$ cat src/rtl/imm_gen_pipe_if.sv
// -----------------------------------------------------------------------------
// imm_gen_pipe_if
// Handshake/result bundle for the pipelined LEGv8 immediate generator.
//
// Signals:
//   in_valid   producer -> stage   instr is valid this cycle
//   in_ready   stage -> producer   stage can accept instr this cycle
//   instr      producer -> stage   32-bit instruction word
//   out_valid  stage -> consumer   imm/fmt/err hold a valid result
//   out_ready  consumer -> stage   consumer accepts the result this cycle
//   imm        stage -> consumer   extended immediate, N bits
//   fmt        stage -> consumer   0 NONE, 1 D, 2 CB, 3 B, 4 I
//   err        stage -> consumer   result came from an unrecognised opcode
//   err_count  stage -> consumer   saturating count of accepted bad opcodes
//
// Modports:
//   master  the environment (drives instr side, consumes result side)
//   slave   the immediate generator stage
// -----------------------------------------------------------------------------
interface imm_gen_pipe_if #(
    parameter int N         = 64,
    parameter int ERR_CNT_W = 8
);
    logic                 in_valid;
    logic                 in_ready;
    logic [31:0]          instr;
    logic                 out_valid;
    logic                 out_ready;
    logic [N-1:0]         imm;
    logic [2:0]           fmt;
    logic                 err;
    logic [ERR_CNT_W-1:0] err_count;

    modport master (
        output in_valid,
        output instr,
        output out_ready,
        input  in_ready,
        input  out_valid,
        input  imm,
        input  fmt,
        input  err,
        input  err_count
    );

    modport slave (
        input  in_valid,
        input  instr,
        input  out_ready,
        output in_ready,
        output out_valid,
        output imm,
        output fmt,
        output err,
        output err_count
    );
endinterface

$ cat src/rtl/imm_gen_pipe.sv
// -----------------------------------------------------------------------------
// imm_gen_pipe
// Pipelined immediate generator for the LEGv8 datapath. Decodes D, CB, B and
// I formats from a 32-bit instruction word, sign- or zero-extends the
// immediate to N bits and delivers it through a single valid/ready register
// stage together with a format tag, an error flag and a saturating count of
// accepted unrecognised instructions.
//
// Parameters:
//   N             output immediate width, must be >= 32
//   SHIFT_BRANCH  1: CB/B offsets are shifted left by 2 before extension
//   ERR_CNT_W     width of the saturating error counter
//
// Ports:
//   clk    clock, all state updates on the rising edge
//   reset  asynchronous, active-high reset
//   bus    imm_gen_pipe_if.slave: in_valid/in_ready/instr in,
//          out_valid/out_ready/imm/fmt/err/err_count out
// -----------------------------------------------------------------------------
module imm_gen_pipe #(
    parameter int N            = 64,
    parameter int SHIFT_BRANCH = 0,
    parameter int ERR_CNT_W    = 8
) (
    input  logic          clk,
    input  logic          reset,
    imm_gen_pipe_if.slave bus
);

    // Reject widths too narrow to hold the sign-extended branch offsets.
    if (N < 32'sd32) begin : g_bad_n
        $error("imm_gen_pipe: N must be at least 32");
    end

    localparam logic [2:0] FMT_NONE = 3'd0;
    localparam logic [2:0] FMT_D    = 3'd1;
    localparam logic [2:0] FMT_CB   = 3'd2;
    localparam logic [2:0] FMT_B    = 3'd3;
    localparam logic [2:0] FMT_I    = 3'd4;

    localparam logic [ERR_CNT_W-1:0] ERR_MAX = {ERR_CNT_W{1'b1}};
    localparam logic [ERR_CNT_W-1:0] ERR_ONE = ERR_CNT_W'(1'b1);

    // Output register stage.
    logic                 out_valid_r;
    logic [N-1:0]         imm_r;
    logic [2:0]           fmt_r;
    logic                 err_r;
    logic [ERR_CNT_W-1:0] err_count_r;

    // Handshake and decode results.
    logic                 in_ready_s;
    logic                 accept_s;
    logic [N-1:0]         d_sext_s;
    logic [N-1:0]         cb_sext_s;
    logic [N-1:0]         b_sext_s;
    logic [N-1:0]         i_zext_s;
    logic [N-1:0]         dec_imm_s;
    logic [2:0]           dec_fmt_s;
    logic                 dec_err_s;

    // A new word may enter whenever the register is empty or being drained.
    always_comb begin
        in_ready_s = !out_valid_r || bus.out_ready;
        accept_s   = bus.in_valid && in_ready_s;
    end

    // Candidate immediates for every format. For the branch formats, shifting
    // the sign-extended value left by two is identical to sign-extending the
    // shifted field, because N leaves headroom above the 28-bit B field.
    always_comb begin
        d_sext_s  = {{(N-9){bus.instr[20]}}, bus.instr[20:12]};
        i_zext_s  = N'(bus.instr[21:10]);
        cb_sext_s = {{(N-19){bus.instr[23]}}, bus.instr[23:5]};
        b_sext_s  = {{(N-26){bus.instr[25]}}, bus.instr[25:0]};
        if (SHIFT_BRANCH != 32'sd0) begin
            cb_sext_s = {cb_sext_s[N-3:0], 2'b00};
            b_sext_s  = {b_sext_s[N-3:0], 2'b00};
        end else begin
            cb_sext_s = cb_sext_s;
            b_sext_s  = b_sext_s;
        end
    end

    // Priority decode of the opcode field; first match wins.
    always_comb begin
        dec_imm_s = {N{1'b0}};
        dec_fmt_s = FMT_NONE;
        dec_err_s = 1'b0;
        if ((bus.instr[31:21] == 11'h7C2) || (bus.instr[31:21] == 11'h7C0)) begin
            dec_imm_s = d_sext_s;
            dec_fmt_s = FMT_D;
        end else if ((bus.instr[31:24] == 8'hB4) || (bus.instr[31:24] == 8'hB5)) begin
            dec_imm_s = cb_sext_s;
            dec_fmt_s = FMT_CB;
        end else if (bus.instr[31:26] == 6'b000101) begin
            dec_imm_s = b_sext_s;
            dec_fmt_s = FMT_B;
        end else if ((bus.instr[31:22] == 10'b1001000100) ||
                     (bus.instr[31:22] == 10'b1101000100)) begin
            dec_imm_s = i_zext_s;
            dec_fmt_s = FMT_I;
        end else begin
            dec_imm_s = {N{1'b0}};
            dec_fmt_s = FMT_NONE;
            dec_err_s = 1'b1;
        end
    end

    // Result register: load on accept, clear valid on a drain with no refill,
    // otherwise hold so the consumer sees a stable value while stalled.
    always_ff @(posedge clk or posedge reset) begin
        if (reset) begin
            out_valid_r <= 1'b0;
            imm_r       <= {N{1'b0}};
            fmt_r       <= FMT_NONE;
            err_r       <= 1'b0;
        end else if (accept_s) begin
            out_valid_r <= 1'b1;
            imm_r       <= dec_imm_s;
            fmt_r       <= dec_fmt_s;
            err_r       <= dec_err_s;
        end else if (bus.out_ready) begin
            out_valid_r <= 1'b0;
        end else begin
            out_valid_r <= out_valid_r;
        end
    end

    // Error counter advances at accept time and saturates at all ones.
    always_ff @(posedge clk or posedge reset) begin
        if (reset) begin
            err_count_r <= {ERR_CNT_W{1'b0}};
        end else if (accept_s && dec_err_s && (err_count_r != ERR_MAX)) begin
            err_count_r <= err_count_r + ERR_ONE;
        end else begin
            err_count_r <= err_count_r;
        end
    end

    assign bus.in_ready  = in_ready_s;
    assign bus.out_valid = out_valid_r;
    assign bus.imm       = imm_r;
    assign bus.fmt       = fmt_r;
    assign bus.err       = err_r;
    assign bus.err_count = err_count_r;

endmodule

$ cat src/flat_wrapper.sv
// flat-port wrapper written by rule: the top's interface ports become plain ports
module imm_gen_pipe_flat 
#(
    parameter int N            = 64,
    parameter int SHIFT_BRANCH = 0,
    parameter int ERR_CNT_W    = 8
)
  (clk, reset, bus_in_valid, bus_instr, bus_out_ready, bus_in_ready, bus_out_valid, bus_imm, bus_fmt, bus_err, bus_err_count);
  imm_gen_pipe_if #(.N(N), .ERR_CNT_W(ERR_CNT_W)) bus_i ();
  input  logic clk;
  input  logic reset;
  input wire logic [$bits(bus_i.in_valid)-1:0] bus_in_valid;
  input wire logic [$bits(bus_i.instr)-1:0] bus_instr;
  input wire logic [$bits(bus_i.out_ready)-1:0] bus_out_ready;
  output wire logic [$bits(bus_i.in_ready)-1:0] bus_in_ready;
  output wire logic [$bits(bus_i.out_valid)-1:0] bus_out_valid;
  output wire logic [$bits(bus_i.imm)-1:0] bus_imm;
  output wire logic [$bits(bus_i.fmt)-1:0] bus_fmt;
  output wire logic [$bits(bus_i.err)-1:0] bus_err;
  output wire logic [$bits(bus_i.err_count)-1:0] bus_err_count;
  assign bus_i.in_valid = bus_in_valid;
  assign bus_i.instr = bus_instr;
  assign bus_i.out_ready = bus_out_ready;
  assign bus_in_ready = bus_i.in_ready;
  assign bus_out_valid = bus_i.out_valid;
  assign bus_imm = bus_i.imm;
  assign bus_fmt = bus_i.fmt;
  assign bus_err = bus_i.err;
  assign bus_err_count = bus_i.err_count;
  imm_gen_pipe #(.N(N), .SHIFT_BRANCH(SHIFT_BRANCH), .ERR_CNT_W(ERR_CNT_W)) u_core (.clk(clk), .reset(reset), .bus(bus_i));
endmodule
$ cat config.mk
export PLATFORM = sky130hd
export DESIGN_NAME = imm_gen_pipe_flat
export DESIGN_NICKNAME = d
export VERILOG_FILES = /design/src/rtl/imm_gen_pipe_if.sv /design/src/rtl/imm_gen_pipe.sv /design/src/flat_wrapper.sv
export SDC_FILE = /design/constraint.sdc
export NUM_CORES = 1
export LEC_CHECK = 0
export BUFFER_PORTS_ARGS = -buffer_cell sky130_fd_sc_hd__buf_4
export CORE_MARGIN = 3
export CORE_UTILIZATION = 45
export CTS_CLUSTER_SIZE = 16
export DETAILED_ROUTE_END_ITERATION = 6
export PLACE_DENSITY_LB_ADDON = 0.15
export SLEW_MARGIN = 0
export SYNTH_ARGS = -nofsm -noshare
export SYNTH_HDL_FRONTEND = slang
export SYNTH_SLANG_ARGS = --single-unit
$ cat constraint.sdc
create_clock -name clk -period 2.4 [get_ports clk]
set_clock_uncertainty 0.05 [all_clocks]
set_input_delay 0.48 -clock clk [delete_from_list [all_inputs] [get_ports clk]]
set_output_delay 0.48 -clock clk [all_outputs]
set_load 0.005 [all_outputs]
== Yosys cells after proc, flatten, opt, wreduce, memory -nomap -nowiden ==
Index checks and enable logic that the tools add are counted.
Word-level totals
  register bits: 77
  word-level logic and storage cells: 37
Operators by class
  add/subtract/negate cells: 1
  equal/unequal tests: 8
  muxes and demuxes: 14
  reductions and logical operators: 9
Operators with widths (number)
  two-way mux 64 bit: 3
  == test 11 bit, second input constant: 2
  == test 10 bit, second input constant: 2
  == test 8 bit, second input constant: 2
  two-way mux 12 bit: 1
  two-way mux 3 bit: 4
  adder 8 x 1 -> 8 bit, second input constant: 1
  inequality test 8 bit, second input constant: 1
  == test 6 x 3 -> 1 bit, second input constant: 1
  two-way mux 1 bit: 6
  logical OR 1 bit: 4
  logical AND 1 bit: 3
  nonzero test 2 bit: 1
  logical NOT 1 bit: 1

== Depth between registers and ports, before layout ==
Gate-level depths: netlist (run 1).
  depth in word-level cells: 8
  mapped depth: 6

== Least setup slack after synthesis (run 1) ==
Ideal clock, no wire load.
  kind: register -> register
  start point: reg u_core.err_count_r[0] (netlist: u_core.bus.err_count[0])
  end point: reg u_core.err_count_r[1] (netlist: u_core.bus.err_count[1])
  setup time: 125 ps
  arrival time: 1739 ps
  path slack: 486 ps
  stages on the path, launching flop included: 6
  buffers on the path: 0
  cell sequence: dfrtp_1 ha_1 nand3_1 o211ai_1 nor4b_2 mux2_2
On the way
  cells in the longest elaborated chain, start to end: 2
  elaborated cells between the ends (all ways): 3
  classes of those cells: add/sub (1); eq/ne (1); reduce/logical (1)
Ends and longest elaborated chain
  from (decl): RTL line imm_gen_pipe.sv:49  | logic [ERR_CNT_W-1:0] err_count_r;
  from (signal assigned): RTL line imm_gen_pipe.sv:133  | err_count_r <= {ERR_CNT_W{1'b0}};
  from (signal assigned): RTL line imm_gen_pipe.sv:135  | err_count_r <= err_count_r + ERR_ONE;
  from (signal assigned): RTL line imm_gen_pipe.sv:137  | err_count_r <= err_count_r;
  branches (longest 2 deep; another with adder 8 x 1 -> 8 bit)
Parallel ways; which one is timed is not known.
A chain may end at the register's enable or synchronous reset.

== Worst setup path in the final report (run 1) ==
  start point: reg u_core.err_count_r[1] (netlist: u_core.bus.err_count[1])
  end point: reg u_core.err_count_r[1] (netlist: u_core.bus.err_count[1])
Same word-level chain as after synthesis.

==> results of run 1 <==
[per-stage QoR]
stage                     power, uW   util  area [um2]  std cells  hold WS (ps)
final                          1890  0.657        2980        380           278
after global routing           2000  0.657        2980        380           310
after floorplan                1180      -        2200        229           420
after detailed placement       1490  0.639        2900        372           432
after CTS                      1910  0.657        2980        380           288
after global placement         1480  0.639        2900        372           414
[Yosys cell counts, drive strengths merged]
| library cell | n |
|---|---|
| buf | 42 |
| dfrtp | 39 |
| a21oi | 28 |
| nor2 | 26 |
| nand2 | 17 |
| a22oi | 12 |
| a221oi | 8 |
| o21ai | 7 |
| clkbuf | 5 |
| nand2b | 5 |
| xnor2 | 5 |
| nand4 | 4 |
| a222oi | 3 |
| nand4bb | 3 |
| and2 | 2 |
| and3 | 2 |
| inv | 2 |
| mux2 | 2 |
| nand3 | 2 |
| nor3 | 2 |
| nor4b | 2 |
| a21boi | 1 |
| a21o | 1 |
| a221o | 1 |
| ha | 1 |
| nand3b | 1 |
| nor2b | 1 |
| o211ai | 1 |
| o22a | 1 |
| or3 | 1 |
| or4b | 1 |
| xor2 | 1 |
[power groups by stage]
stage / clock (uW) / sequential (uW) / combinational, uW
after global placement: 0 / 864 / 616
after CTS: 427 / 852 / 629
after global routing: 452 / 870 / 681
final: 416 / 852 / 620
after detailed placement: 0 / 864 / 627
after floorplan: 0 / 883 / 295
[state kept, by name, summed over array words and instances (netlist names)]
signal,cells
u_core.bus.err,1
u_core.bus.err_count,8
u_core.bus.fmt,3
u_core.bus.imm,26
u_core.bus.out_valid,1
[layout make-up]
cell class,count,area [um2]
fillers,392,1560
flip-flops and latches,39,976
repair buffers,125,938
multi-input cells,141,895
well taps,65,81.3
clock buffers,7,76.3
inverters,2,7.51
clock inverters,1,5.00
[critical path, cell delays in order, from the launching register on]
cell	delay (ps)
dfrtp_1	430
ha_1	250
nand3_1	90
o211ai_1	90
nor4b_2	600
mux2_2	400
[per-layer routing]
layer  wire (um)  vias to the layer above  share of wire
li1            -                      950              -
met4          32                        0         0.0055
met3         593                        4           0.10
met1        2630                      908           0.45
met2        2570                      102           0.44
met5           0                        -              0
[final timing paths]
kind	start	end	slack [ps]
worst min register to register	u_core.bus.fmt[2]	u_core.bus.fmt[2]	450
min in group clk	bus_in_valid	u_core.bus.out_valid	370
max in group asynchronous	reset	u_core.bus.out_valid	1680
worst max register to register	u_core.bus.err_count[1]	u_core.bus.err_count[1]	370
worst max-delay path	u_core.bus.err_count[1]	u_core.bus.err_count[1]	370
worst min-delay path	reset	u_core.bus.imm[11]	280
[cells by family after synthesis]
| group | after synthesis | share of synthesized area |
|---|---|---|
| xor gates and xnor gates | 6 | 0.0238 |
| DFF | 39 | 0.443 |
| AOI/OAI and AO/OA | 63 | 0.186 |
| adders and majority gates | 1 | 0.00567 |
| muxes | 2 | 0.0119 |
| buffers and inverters | 49 | 0.152 |
| and+or+nand+nor | 69 | 0.178 |
==> impl_results.md, run 1 <==
* Vias/cell at 5.17
* Synthesized cell area at 2200 um2
* Clk buf depth at 2
* Sw Pwr at 562 uW
* Hold bufs inserted after CTS at 0
* Switching Share at 0.298
* Gate power share at 0.328
* Yosys warns at 0
* Total clock sinks at 39
* Max Clk Rate at 0.492 GHz
* Die Width at 76.0 um
* Initial DRC Count at 126
* Post-cts sizing count at 0
* GP Congestion at 0.852
* Synth Area per Inst at 9.63 um2
* Max Cap Viol at 0
* Pins Over Slew Limit at 0
* Hold Path Class: input port to asynchronous set/reset pin
* Area grow syn2layout at 35.1%
* GRT overflow at 0
* Clock latency on the worst-skew pair at 270 ps
* Number of diodes at 0
* Clock share of power at 0.220
* # nets final at 351
* Initial Util at 0.486
* TritonCTS clock tree: yes
* Tcrit/Tclk final at 0.847
* WL/cell at 15.3 um
* Clock transition at path regs at 80 ps
* Most frequent cells in the layout: 125 x buf_4, 39 x dfrtp_1, 27 x a21oi_1, 26 x nor2_1, 17 x nand2_1
* Pwr/cell area at 634 nW/um2
* Setup_tns at 0 ps
* Crit path kind: register to register
* #FFs+latches synth at 39
* Num CTS Buffers at 5
* Biggest area consumer among synthesized cells: dfrtp_1
* Status: finished, final reports clean
* WP data arrival at 2150 ps
* Worst Setup End Kind: register
* Crit path time final at 2030 ps
* Post-synthesis sequential area ratio at 0.443
* Via count of the routed design at 1964
* H-tree depth at 2
* Slew headroom at 0.574
* P_leak at 0.00141 uW
* Final wirelength at 5.83 mm
* Met2 Use GR at 0.301
* Peak supply drop at 0.416 mV
* Aggregate global-route resource usage at 0.199
* Grt met1 use at 0.282
* Synth unique cells at 38
* Share of cells above drive strength 1 at 0.438
* DR DRC count at 0
* Die area at 5780 um2
* Setup Buffers After CTS at 0
* Row Count at 24
* Final Hold Viols at 0
* R2R depth at 5
* First-pass GRT wire length at 9.58 mm
* Placed wire-length estimate at 4.44 mm
* Unrepaired setup endpoints after global routing: false
* Root buffer cell: clkbuf_8
* Syn nets at 266
* GR Layer Usage met3 at 0.0662
* Pre-antenna DRT Iters at 4
* Area contributors post-synth: dfrtp_1 44%, buf_4 13%, a21oi_1 6.1%
* Number of port buffers at 113
* Cell count after synthesis at 229
* Type of origin of the critical path: register
* Worst path required time at 2510 ps
* Setup Slack @ Placement at 329 ps
* Sequential Power Share at 0.451
* Largest net degree at the start of global routing at 40
* Power Internal at 1330 uW
* Slew @ Worst Pin at 638 ps
* Vert. Die Dim at 76.0 um
* Yosys top cell area share at 0.443
* Crit Path Max Fanout at 7
* Endpoints failing setup at 0
* Antenna Nets Post-Route at 0
* GR peak layer: met2
* Ports at 114
* Core Area at 4530 um2
* Vias in the first global route at 1910
* Final WS setup at 367 ps
* Most common cell after layout, fill and taps aside: buf_4
* Initial antenna violation count at 0
No activity file was read; power rests on OpenSTA's default activity.
==> run 2, diff against run 1 <==
--- a/config.mk
+++ b/config.mk
@@ -7,7 +7,7 @@
 export LEC_CHECK = 0
 export BUFFER_PORTS_ARGS = -buffer_cell sky130_fd_sc_hd__buf_4
 export CORE_MARGIN = 3
-export CORE_UTILIZATION = 45
+export CORE_UTILIZATION = 41
 export CTS_CLUSTER_SIZE = 16
 export DETAILED_ROUTE_END_ITERATION = 6
 export PLACE_DENSITY_LB_ADDON = 0.15
==> constraint.sdc (replaced) <==
create_clock -name clk -period 1.8 [get_ports clk]
set_clock_uncertainty 0.05 [all_clocks]
set_input_delay 0.36 -clock clk [delete_from_list [all_inputs] [get_ports clk]]
set_output_delay 0.36 -clock clk [all_outputs]
set_load 0.005 [all_outputs]
==> run 2 against run 1 <==
  * Sequential share of layout area decreased by 2.0 points
  * Non-clock buffer count increased by 20
  * Fmax increased by 18%
  * Power increased by 39%
  * Critical endpoint unchanged
==> impl_results.md, run 2 (synthesized netlist as in run 1, its figures left out) <==
* Most common cell after layout, fill and taps aside: buf_4 (unchanged)
* Sequential Power Share at 0.421 (was 0.451)
* Layout Cells excl Fill at 405 (was 380)
* H-tree depth at 2 (unchanged)
* Vias in the first global route at 1924 (was 1910)
* Pre-antenna DRT Iters at 5 (was 4)
* Aggregate global-route resource usage at 0.191 (was 0.199)
* Clk buf depth at 2 (unchanged)
* R2R setup slack at 70 ps (was 370 ps)
* P_leak at 0.00152 uW (was 0.00141 uW)
* Gate power share at 0.364 (was 0.328)
* Power Internal at 1850 uW (was 1330 uW)
* Placed wire-length estimate at 4.55 mm (was 4.44 mm)
* First-pass GRT wire length at 9.54 mm (was 9.58 mm)
* Row Count at 26 (was 24)
* Peak supply drop at 0.595 mV (was 0.416 mV)
* Clock share of power at 0.215 (was 0.220)
* Clock latency on the worst-skew pair at 290 ps (was 270 ps)
* DR DRC count at 0 (unchanged)
* Initial Util at 0.429 (was 0.486)
* Placed Cells incl. Taps at 395 (was 372)
* Initial DRC Count at 160 (was 126)
* Status: finished, final reports clean (unchanged)
* Final Hold Viols at 0 (unchanged)
* Setup_tns at 0 ps (unchanged)
* Sw Pwr at 778 uW (was 562 uW)
* Worst path required time at 1920 ps (was 2510 ps)
* Multi-input gate area in the final layout at 911 um2 (was 895 um2)
* Filler Cells Inserted at 484 (was 392)
* Final wirelength at 6.03 mm (was 5.83 mm)
* Switching Share at 0.296 (was 0.298)
* Antenna Nets Post-Route at 0 (unchanged)
* Largest net degree at the start of global routing at 40 (unchanged)
* Ports at 114 (unchanged)
* Worst Setup End Kind: register (unchanged)
* Post-DP Area at 3060 um2 (was 2900 um2)
* Die area at 6290 um2 (was 5780 um2)
* Initial antenna violation count at 0 (unchanged)
* Number of diodes at 0 (unchanged)
* Pwr/cell area at 829 nW/um2 (was 634 nW/um2)
* Crit path time final at 1730 ps (was 2030 ps)
* Area grow syn2layout at 43.7% (was 35.1%)
* Pins Over Slew Limit at 0 (unchanged)
* Number of port buffers at 113 (unchanged)
* Hold Path Class: input port to asynchronous set/reset pin (unchanged)
* Share of cells above drive strength 1 at 0.478 (was 0.438)
* Max Cap Viol at 0 (unchanged)
* Vias/cell at 5.09 (was 5.17)
* Largest register FFs at 26 (unchanged)
* Slew headroom at 0.668 (was 0.574)
* Most frequent cells in the layout: 143 x buf_4, 39 x dfrtp_1, 27 x a21oi_1, 26 x nor2_1, 17 x nand2_1 (was 125 x buf_4, 39 x dfrtp_1, 27 x a21oi_1, 26 x nor2_1, 17 x nand2_1)
* Tcrit/Tclk final at 0.961 (was 0.847)
* Hold_ws at 137 ps (was 278 ps)
* Max Clk Rate at 0.578 GHz (was 0.492 GHz)
* R2R depth at 6 (was 5)
* Root buffer cell: clkbuf_8 (unchanged)
* End of the worst register-to-register path: u_core.bus.err_count[1] (unchanged)
* R2R Path Start: u_core.bus.err_count[1] (unchanged)
* TritonCTS clock tree: yes (unchanged)
* FF+latch area at 976 um2 (unchanged)
* Total clock sinks at 39 (unchanged)
* Slew @ Worst Pin at 499 ps (was 638 ps)
* Clock transition at path regs at 70 ps (was 80 ps)
* Hold bufs inserted after CTS at 0 (unchanged)
* Num CTS Buffers at 5 (unchanged)
* Die Width at 79.3 um (was 76.0 um)
* # nets final at 371 (was 351)
* WL/cell at 14.9 um (was 15.3 um)
* GRT overflow at 0 (unchanged)
* WP data arrival at 1850 ps (was 2150 ps)
* Crit path kind: register to register (unchanged)
* Endpoints failing setup at 0 (unchanged)
* Via count of the routed design at 2060 (was 1964)
* Core Area at 5140 um2 (was 4530 um2)
* Crit Path Max Fanout at 7 (unchanged)
* GP Congestion at 0.826 (was 0.852)
* Final instance area at 3170 um2 (was 2980 um2)
* Vert. Die Dim at 79.3 um (was 76.0 um)
* Type of origin of the critical path: register (unchanged)
-- run 2: how the worst max path moves through the flow --
stage	startpoint	end	slack, ps	depth (start not counted)
floorplan	bus_instr[27]	u_core.bus.err_count[6]	-30	5
global placement	bus_instr[27]	u_core.bus.err_count[1]	-120	6
detailed placement	bus_instr[27]	u_core.bus.err_count[1]	-120	6
CTS	bus_instr[27]	u_core.bus.err_count[1]	50	7
global route	u_core.bus.err_count[1]	u_core.bus.err_count[1]	-4	6
finish	u_core.bus.err_count[1]	u_core.bus.err_count[1]	70	6
-- run 2: area by class of cell --
cell class	instances	area share
clock buffers	7	0.0241
clock inverters	1	0.00158
inverters	2	0.00237
multi-input cells	141	0.288
flip-flops and latches	39	0.308
well taps	70	0.0276
repair buffers	145	0.349
-- run 2: routing by layer --
layer,vias to the layer above,wire (um),global-route usage
met2,96,2820,0.304
met3,5,550,0.0454
met4,0,41,0.0412
li1,992,-,-
met5,-,0,0
met1,967,2620,0.265
-- run 2: stage by stage --
stage | utilization | total power, uW | worst slack [ps]
3_3_place_gp | 0.595 | 2060 | -120
6_report | 0.616 | 2630 | 70.9
4_1_cts | 0.614 | 2640 | 54.4
2_1_floorplan | - | 1570 | -26.0
5_1_grt | 0.616 | 2800 | -3.67
3_5_place_dp | 0.595 | 2070 | -121
-- run 2: worst max-delay path, cell delays in order, from the launching register on --
cell and delay (ps):
dfrtp_1 390, ha_2 200, nand3_2 70, o211ai_1 140, nor4b_4 280, buf_6 160
mux2_2 320
-- run 2: power by group through the flow --
| stage | clock network, uW | registers [uW] | logic [uW] |
|---|---|---|---|
| 4_1_cts | 576 | 1100 | 960 |
| 3_5_place_dp | 0 | 1120 | 954 |
| 3_3_place_gp | 0 | 1120 | 941 |
| 5_1_grt | 621 | 1130 | 1050 |
| 6_report | 564 | 1110 | 957 |
| 2_1_floorplan | 0 | 1180 | 396 |
-- run 2: repair_timing --
action / CTS / global route
hold endpoints to repair: 0 / 0
buffers inserted: 2 / 0
setup endpoints to repair: 1 / 1
resized for setup: 0 / 3
pin swaps: 1 / 3
==> run 3, diff against run 2 <==
--- a/config.mk
+++ b/config.mk
@@ -7,7 +7,7 @@
 export LEC_CHECK = 0
 export BUFFER_PORTS_ARGS = -buffer_cell sky130_fd_sc_hd__buf_4
 export CORE_MARGIN = 3
-export CORE_UTILIZATION = 41
+export CORE_UTILIZATION = 45
 export CTS_CLUSTER_SIZE = 16
 export DETAILED_ROUTE_END_ITERATION = 6
 export PLACE_DENSITY_LB_ADDON = 0.15
==> constraint.sdc (replaced) <==
create_clock -name clk -period 1.7 [get_ports clk]
set_clock_uncertainty 0.05 [all_clocks]
set_input_delay 0.17 -clock clk [delete_from_list [all_inputs] [get_ports clk]]
set_output_delay 0.17 -clock clk [all_outputs]
set_load 0.005 [all_outputs]
==> run 3 against run 2 <==
  * Register-to-register slack worse by 30 ps
  * Hold slack worse by 87 ps
  * Combinational power is 9% higher
  * First-iteration DRC count is 3.1% higher
  * Routed wire length is 4.3% higher
  * Final area is 0.12% higher
  * Count of clock-buffer cells in the layout is 1 higher
  * Largest cell class unchanged
==> impl_results.md, run 3 (synthesized netlist as in run 1, its figures left out) <==
* Core Area at 4530 um2 (was 5140 um2)
* First-pass GRT wire length at 10.0 mm (was 9.54 mm)
* Most common cell after layout, fill and taps aside: buf_4 (unchanged)
* Crit-path cells: ha_2 -> nand3_2 -> o211ai_1 -> nor4b_4 -> buf_6 -> mux2_4 (was ha_2 -> nand3_2 -> o211ai_1 -> nor4b_4 -> buf_6 -> mux2_2)
* Clk buf depth at 2 (unchanged)
* Slew headroom at 0.669 (was 0.668)
* Worst hold path cell count at 2
* Aggregate global-route resource usage at 0.212 (was 0.191)
* Pre-antenna DRT Iters at 5 (unchanged)
* R2R setup slack at 40 ps (was 70 ps)
* # nets final at 369 (was 371)
* Area grow syn2layout at 43.9% (was 43.7%)
* H-tree depth at 2 (unchanged)
* Most frequent cells in the layout: 140 x buf_4, 39 x dfrtp_1, 27 x a21oi_1, 26 x nor2_1, 17 x nand2_1 (was 143 x buf_4, 39 x dfrtp_1, 27 x a21oi_1, 26 x nor2_1, 17 x nand2_1)
* Pwr/cell area at 917 nW/um2 (was 829 nW/um2)
* Worst Setup End Kind: register (unchanged)
* Num CTS Buffers at 5 (unchanged)
* Hold path startpoint: bus_in_valid
* CP peak stage delay at 390 ps (about the same)
* Placed wire-length estimate at 4.62 mm (was 4.55 mm)
* Row Count at 24 (was 26)
* Antenna Nets Post-Route at 0 (unchanged)
* End of the worst register-to-register path: u_core.bus.err_count[1] (unchanged)
* Initial DRC Count at 165 (was 160)
* Worst path required time at 1830 ps (was 1920 ps)
* Worst Path Buf+Inv at 1 (unchanged)
* Final WS setup at 38.6 ps (was 70.9 ps)
* DR DRC count at 0 (unchanged)
* Largest net degree at the start of global routing at 40 (unchanged)
* Setup Slack @ Placement at -122 ps (was -121 ps)
* Max Clk Rate at 0.602 GHz (was 0.578 GHz)
* Endpoints failing setup at 0 (unchanged)
* Status: finished, final reports clean (unchanged)
* Share of cells above drive strength 1 at 0.474 (was 0.478)
* Unrepaired setup endpoints after global routing: true
* Clock latency on the worst-skew pair at 290 ps (about the same)
* Total power at 2910 uW (was 2630 uW)
* Stages on the worst setup path at 6 (unchanged)
* Crit path kind: register to register (unchanged)
* R2R Path Start: u_core.bus.err_count[1] (unchanged)
* Hold Path Class: input port to register (was input port to asynchronous set/reset pin)
* Vias/cell at 5.26 (was 5.09)
* Die Width at 76.0 um (was 79.3 um)
* Crit path time final at 1660 ps (was 1730 ps)
* Total clock sinks at 39 (unchanged)
* Tcrit/Tclk final at 0.977 (was 0.961)
* Via count of the routed design at 2095 (was 2060)
* Ports at 114 (unchanged)
* Max Cap Viol at 0 (unchanged)
* WP data arrival at 1790 ps (was 1850 ps)
* Initial antenna violation count at 0 (unchanged)
* Vias in the first global route at 1990 (was 1924)
* Type of origin of the critical path: register (unchanged)
* Number of port buffers at 113 (unchanged)
* Hold_ws at 49.7 ps (was 137 ps)
* GRT overflow at 0 (unchanged)
* Largest register FFs at 26 (unchanged)
* WL/cell at 15.8 um (was 14.9 um)
* Filler Cells Inserted at 373 (was 484)
* P_leak at 0.00152 uW (about the same)
* Final Hold Viols at 0 (unchanged)
* TritonCTS clock tree: yes (unchanged)
* Slew @ Worst Pin at 497 ps (was 499 ps)
* Peak supply drop at 0.960 mV (was 0.595 mV)
* Hold path endpoint: u_core.bus.out_valid
* Timing startpoint of the critical path: u_core.bus.err_count[1] (unchanged)
* Initial Util at 0.486 (was 0.429)
* Setup_tns at 0 ps (unchanged)
* Pins Over Slew Limit at 0 (unchanged)
* GP Congestion at 0.924 (was 0.826)
* R2R depth at 6 (unchanged)
* Vert. Die Dim at 76.0 um (was 79.3 um)
* Slowest cell on the critical path: dfrtp_1 (unchanged)
* Final wirelength at 6.29 mm (was 6.03 mm)
* Number of diodes at 0 (unchanged)
* Critical path's top delay family: flip-flops (unchanged)
* Crit Path Max Fanout at 7 (unchanged)
* Root buffer cell: clkbuf_8 (unchanged)
* Die area at 5780 um2 (was 6290 um2)
* Setup Buffers After CTS at 0 (was 2)
* Clock transition at path regs at 70 ps (about the same)
==> run 3: repair_timing <==
item	CTS	global route
hold endpoints to repair	39	0
gates resized for setup	0	2
setup endpoints to repair	0	6
hold buffers	1	0
==> run 3: cell type report <==
type / count / area [um2] / area share
Sequential cell: 39 / 976 / 0.308
Timing Repair Buffer: 143 / 1090 / 0.344
Tap cell: 65 / 81.3 / 0.0256
Inverter: 2 / 7.51 / 0.00237
Multi-Input combinational cell: 141 / 915 / 0.288
Clock buffer: 8 / 100 / 0.0316
==> run 3: worst max path at each step <==
stage / endpoint / slack (ps)
after floorplan: u_core.bus.err_count[1] / 0.2
after global placement: u_core.bus.err_count[1] / -80
after detailed placement: u_core.bus.err_count[6] / -120
after CTS: u_core.bus.err_count[1] / 3
after global routing: u_core.bus.err_count[1] / -60
final: u_core.bus.err_count[1] / 40
==> run 3: power by group <==
part	internal, uW	switching, uW	total (uW)
Clock	370	323	694
Combinational	603	434	1040
Sequential	1070	103	1180
==> run 3: per-stage QoR <==
stage	utilization	cell area [um2]	cells
floorplan	-	2220	229
global placement	0.673	3050	389
detailed placement	0.673	3050	389
CTS	0.698	3160	398
global route	0.700	3170	398
finish	0.700	3170	398
==> run 3: routing by layer <==
layer | GRT usage | wire length, um | up-vias | part of all wire
met2 | 0.321 | 2800 | 124 | 0.45
met3 | 0.0662 | 707 | 5 | 0.11
li1 | - | - | 983 | -
met5 | 0 | 0 | - | 0
met1 | 0.296 | 2720 | 983 | 0.43
met4 | 0.0562 | 57 | 0 | 0.0091
==> run 3: worst reg2reg max path, stage by stage (launching register included) <==
cell and delay [ps]:
dfrtp_1 390, ha_2 200, nand3_2 70, o211ai_1 140
nor4b_4 250, buf_6 160, mux2_4 290
